### src/rtl/mem_loader.sv
// Host-load front end for datamemory: frames the uart_rx byte stream as a 12-bit
// word count plus little-endian payload words and writes each word via the load port.
//
// state  | meaning
// IDLE   | after reset, waiting for start
// HDR_LO | waiting for count[7:0]
// HDR_HI | waiting for count[11:8]
// DAT_LO | waiting for low byte of a payload word
// DAT_HI | waiting for high byte; its arrival issues the write
// DONE   | all words written, waiting for start
// ERR    | inter-byte timeout, waiting for start
module mem_loader #(
    parameter int                ADDR_W    = 12,
    parameter int                DATA_W    = 18,
    parameter logic [ADDR_W-1:0] BASE_ADDR = '0,
    parameter int                TIMEOUT   = 100000
) (
    input  logic              clk,
    input  logic              rst,
    input  logic              start,
    input  logic [7:0]        rx_data,
    input  logic              rx_valid,
    output logic              receive_en,
    output logic [ADDR_W-1:0] addr_input,
    output logic [DATA_W-1:0] data_input,
    output logic              busy,
    output logic              done,
    output logic              err,
    output logic              fmt_err,
    output logic [11:0]       words_left
);

    localparam int TMR_W = (TIMEOUT > 1) ? $clog2(TIMEOUT) : 1;
    localparam logic [TMR_W-1:0] TMR_LOAD = TMR_W'(TIMEOUT - 1);

    typedef enum logic [2:0] {
        IDLE   = 3'd0,
        HDR_LO = 3'd1,
        HDR_HI = 3'd2,
        DAT_LO = 3'd3,
        DAT_HI = 3'd4,
        DONE   = 3'd5,
        ERR    = 3'd6
    } state_t;

    state_t            state, state_nxt;
    logic [TMR_W-1:0]  timer;
    logic [7:0]        cnt_lo;
    logic [7:0]        word_lo;
    logic [ADDR_W-1:0] ptr;
    logic              armable;
    logic              load_start;
    logic              accept;
    logic              timeout_hit;

    assign busy        = (state == HDR_LO) || (state == HDR_HI) ||
                         (state == DAT_LO) || (state == DAT_HI);
    assign done        = (state == DONE);
    assign err         = (state == ERR);
    assign armable     = (state == IDLE) || (state == DONE) || (state == ERR);
    assign load_start  = armable && start;
    assign accept      = busy && rx_valid;
    assign timeout_hit = busy && !rx_valid && (timer == '0);

    always_ff @(posedge clk) begin
        if (rst) state <= IDLE;
        else     state <= state_nxt;
    end

    always_comb begin
        state_nxt = state;
        case (state)
            IDLE, DONE, ERR: if (start) state_nxt = HDR_LO;
            HDR_LO: if (rx_valid) state_nxt = HDR_HI;
            HDR_HI: if (rx_valid)
                        state_nxt = ({rx_data[3:0], cnt_lo} == 12'd0) ? DONE : DAT_LO;
            DAT_LO: if (rx_valid) state_nxt = DAT_HI;
            DAT_HI: if (rx_valid)
                        state_nxt = (words_left == 12'd1) ? DONE : DAT_LO;
            default: state_nxt = IDLE;
        endcase
        if (timeout_hit) state_nxt = ERR;
    end

    // The write is registered so receive_en and the entry to DONE land in the same cycle.
    always_ff @(posedge clk) begin
        if (rst) begin
            receive_en <= 1'b0;
            addr_input <= '0;
            data_input <= '0;
            fmt_err    <= 1'b0;
            words_left <= '0;
            ptr        <= '0;
            timer      <= '0;
            cnt_lo     <= '0;
            word_lo    <= '0;
        end else begin
            receive_en <= 1'b0;
            if (load_start) begin
                ptr     <= BASE_ADDR;
                fmt_err <= 1'b0;
                timer   <= TMR_LOAD;
            end else if (busy) begin
                if (rx_valid)          timer <= TMR_LOAD;
                else if (timer != '0)  timer <= timer - TMR_W'(1);
            end
            if (accept) begin
                case (state)
                    HDR_LO: cnt_lo <= rx_data;
                    HDR_HI: begin
                        words_left <= {rx_data[3:0], cnt_lo};
                        if (rx_data[7:4] != 4'd0) fmt_err <= 1'b1;
                    end
                    DAT_LO: word_lo <= rx_data;
                    DAT_HI: begin
                        receive_en <= 1'b1;
                        addr_input <= ptr;
                        data_input <= DATA_W'({rx_data[3:0], word_lo});
                        ptr        <= ptr + ADDR_W'(1);
                        words_left <= words_left - 12'd1;
                        if (rx_data[7:4] != 4'd0) fmt_err <= 1'b1;
                    end
                    default: ;
                endcase
            end
        end
    end

endmodule

### config.mk
export PLATFORM = sky130hd
export DESIGN_NAME = mem_loader
export DESIGN_NICKNAME = d
export VERILOG_FILES = /design/src/rtl/mem_loader.sv
export SDC_FILE = /design/constraint.sdc
export NUM_CORES = 1
export LEC_CHECK = 0
export ABC_AREA = 1
export CORE_UTILIZATION = 25
export CTS_CLUSTER_DIAMETER = 30
export DETAILED_ROUTE_END_ITERATION = 7
export HOLD_SLACK_MARGIN = 0.15
export PLACE_DENSITY_LB_ADDON = 0.1
export SLEW_MARGIN = 20
export SYNTH_ARGS = -nofsm -noshare
export SYNTH_HDL_FRONTEND = slang
export SYNTH_SLANG_ARGS = --single-unit
export TNS_END_PERCENT = 20
### constraint.sdc
create_clock -name clk -period 2.51 [get_ports clk]
set_clock_uncertainty 0.15 [all_clocks]
set_input_delay 0.3765 -clock clk [delete_from_list [all_inputs] [get_ports clk]]
set_output_delay 0.3765 -clock clk [all_outputs]
set_load 0.01 [all_outputs]
==> summary.md <==
| Metric | Value |
|---|---|
| Setup TNS | `0 ps` |
| Sink Count | `86` |
| Worst-path clk slew | `70 ps` |
| Largest area contributor in the netlist | `dfxtp_1` |
| Netlist cell types | `34` |
| Worst EP required | `between 1500 and 2000 ps` |
| Int Pwr | `0.002678 W` |
| Commonest cells in the synthesized netlist | `nand2_1, dfxtp_1, nor2_1, inv_1, a21oi_1` |
| CP Capture Type | `output port` |
| Worst Setup Path Type | `flip-flop to output port` |
| Die Y | `135.0 um` |
| Post-cts resize count | `0` |
| Yosys top cell area share | `0.3895` |
| Status | `finished clean` |
| Sequential Power Share | `0.370` |
| Routability congestion estimate from global placement | `roughly 0.8` |
| Max Root-Sink Buffers | `2` |
| Area of the core | `around 0.017 mm2` |
| RSZ-0062 raised after global routing | `false` |
| Hold buffers post-CTS | `0` |
| Syn. warnings | `0` |
| Grt ovf | `0` |
| Total global routing track utilization | `0.1477` |
| Total power | `between 0.004 and 0.005 W` |
| Worst hold path class | `flip-flop to flip-flop` |
| Post-Syn Instances | `about 660` |
| Pwr Density | `approximately 800 mW/mm2` |
| Final period util | `0.9335` |
| Share of cells above drive strength 1 | `0.07402` |
| Final worst slack | `about 170 ps` |
| Number of setup violations in the final report | `0` |
| Top-count cell post-synth | `nand2_1` |
| Post-synth ARST share | `0` |
| Most used DFF post-synth | `dfxtp_1` |
| Sw Pwr | `0.001672 W` |
| Fmax | `426.8 MHz` |
| Fillers | `approximately 2.0k` |
| Post-synth EDFFs | `0` |
| # IOs | `59` |
| DRC violations left | `0` |
| Placement Setup Slack | `about 240 ps` |
| Seq/Total Area, Yosys | `0.3895` |
| Row count | `48` |
| Global-route wire length before repair | `20800 um` |
| Die width | `135.0 um` |
| Initial antenna violation count | `0` |
| Clock share of power | `0.307` |
| Root buf cell | `clkbuf_16` |
| Pin count of the biggest net entering global routing | `25` |
| Final nets | `roughly 730` |
| Initial core utilization | `0.2556` |
| Die Area | `~0.018 mm2` |
| Avg Synthesized Cell Area | `between 6 and 7 um2` |
| Max Cap Viol | `0` |
| Ant. Diodes | `0` |
| Mapped Area | `0.004420 mm2` |
| Worst skew pair latency | `350 ps` |
| Switching portion of total power | `0.3843` |
| Crit Path Max Fanout | `14` |
| Synth Register Bits | `86` |
| R2r setup slk | `340 ps` |
| Maximum vdd drop | `approximately 0.00034 V` |
| Worst Path Arrival | `roughly 1800 ps` |
| Worst slew pin tran | `around 730 ps` |
| Multi-input logic area | `~0.0022 mm2` |
| Final Hold Vio Count | `0` |
| Buffers on Ports | `between 50 and 60` |
| Area Growth Syn to Fin | `23.63%` |
| Crit start category | `flip-flop` |
| Final min period | `2343 ps` |
| Logic pwr share | `0.323` |
| 1st-iter DRT viols | `249` |
| Cts bufs inserted | `9` |
| Number of global-route vias before repair | `3958` |
| HPWL Detailed | `~9000 um` |
| Register area | `about 0.0017 mm2` |
| DRT Wirelength | `between 10000 and 15000 um` |
| Routed vias/inst | `around 4.5` |
| Largest cells by area after synthesis | `dfxtp_1, nand2_1, nor2_1, inv_1, a21oi_1` |
| CTS tree | `yes` |
| Post-CTS Setup Bufs | `0` |
| Slew margin rel. | `0.5108` |
| CTS H-tree depth | `3` |
| Vias | `between 4k and 5k` |
| Drt wl/cell | `approximately 13 um` |
| LEAKAGE | `2.152 nW` |
| Max Transition Viols Final | `0` |
| Detailed Routing Iterations Pass 1 | `5` |
| Post-DRT Antenna Nets | `0` |
## critical path: stages (launching register included)
cell and delay, ps:
dfxtp_1 520, nand2_4 230, nand2_8 170, clkdlybuf4s50_1 550
## per-layer routing
layer	wire length (um)	global-route usage	vias to the layer above
met5	0	0	-
met4	165	0.04432	0
met3	534	0.03566	13
met2	5437	0.2242	89
met1	6476	0.2053	1897
li1	-	-	2218
## flip-flops by register name, summed over array words and instances (netlist names), 3 cells and up
name,cells
word_lo,8
cnt_lo,8
ptr,12
state,3
data_input,12
addr_input,12
timer,17
words_left,12
## cell usage in the layout (no fill, tap or decap), types with 3 or more instances in the layout
master,n
ha_1,4
conb_1,6
nor2_2,3
nor2_4,3
clkdlybuf4s50_1,52
nor2_1,81
nand3_1,47
xor2_1,4
o211ai_1,4
o21ai_0,41
nor3_1,14
inv_1,78
o21ai_1,21
clkbuf_16,9
buf_4,13
a22o_1,4
nand4_1,7
nand2_1,150
a21oi_1,56
nand3b_1,3
clkinvlp_4,3
inv_2,6
dfxtp_1,86
## per-stage QoR
| stage | cells | utilization | cell area [um2] | hold slack (ps) |
|---|---|---|---|---|
| 2_1_floorplan | 662 | - | 4439 | 279.8 |
| 3_3_place_gp | 925 | 0.2990 | 5172 | 291.3 |
| 3_5_place_dp | 925 | 0.2990 | 5172 | 296.9 |
| 4_1_cts | 941 | 0.3160 | 5465 | 306.6 |
| 5_1_grt | 941 | 0.3160 | 5465 | 320.8 |
| 6_report | 941 | 0.3160 | 5465 | 302.7 |
## logic make-up (layout without fill, tap and decap cells)
logic type	Yosys count	count (layout)	share of synthesized area
other	1	6	0.0008483
XOR/XNOR	6	6	0.01189
AO/OA/AOI/OAI	131	131	0.1611
adder cells (fa/ha/maj)	4	4	0.01132
AND/OR/NAND/NOR	317	317	0.3150
flip-flops	86	86	0.3895
buffers and inverters	112	166	0.1104
## power groups by stage
stage                     clock network [W]  logic, W  registers (W)
final                               0.00133   0.00141        0.00161
after global routing                0.00144   0.00162        0.00163
after CTS                           0.00139   0.00142        0.00161
after detailed placement                  0   0.00141        0.00164
after global placement                    0   0.00141        0.00164
after floorplan                           0   0.00110        0.00161
## area by class of cell
cell class / count / area share
multi-input combinational: 464 / 0.4080
sequential: 86 / 0.3150
timing repair buffer: 65 / 0.1131
inverter: 85 / 0.05884
tap: 225 / 0.05151
clock buffer: 11 / 0.04625
clock inverter: 5 / 0.007326
## path summary, 6_finish.rpt
kind,cells past startpoint,startpoint,endpoint
setup / recovery,3,state[2]$_SDFFE_PP0P_,busy
hold / removal,2,word_lo[3]$_SDFFE_PP0P_,word_lo[3]$_SDFFE_PP0P_
setup reg to reg,9,timer[0]$_SDFFE_PP0P_,timer[12]$_SDFFE_PP0P_
hold reg to reg,2,word_lo[3]$_SDFFE_PP0P_,word_lo[3]$_SDFFE_PP0P_
Power figures use the tool's default switching activity.
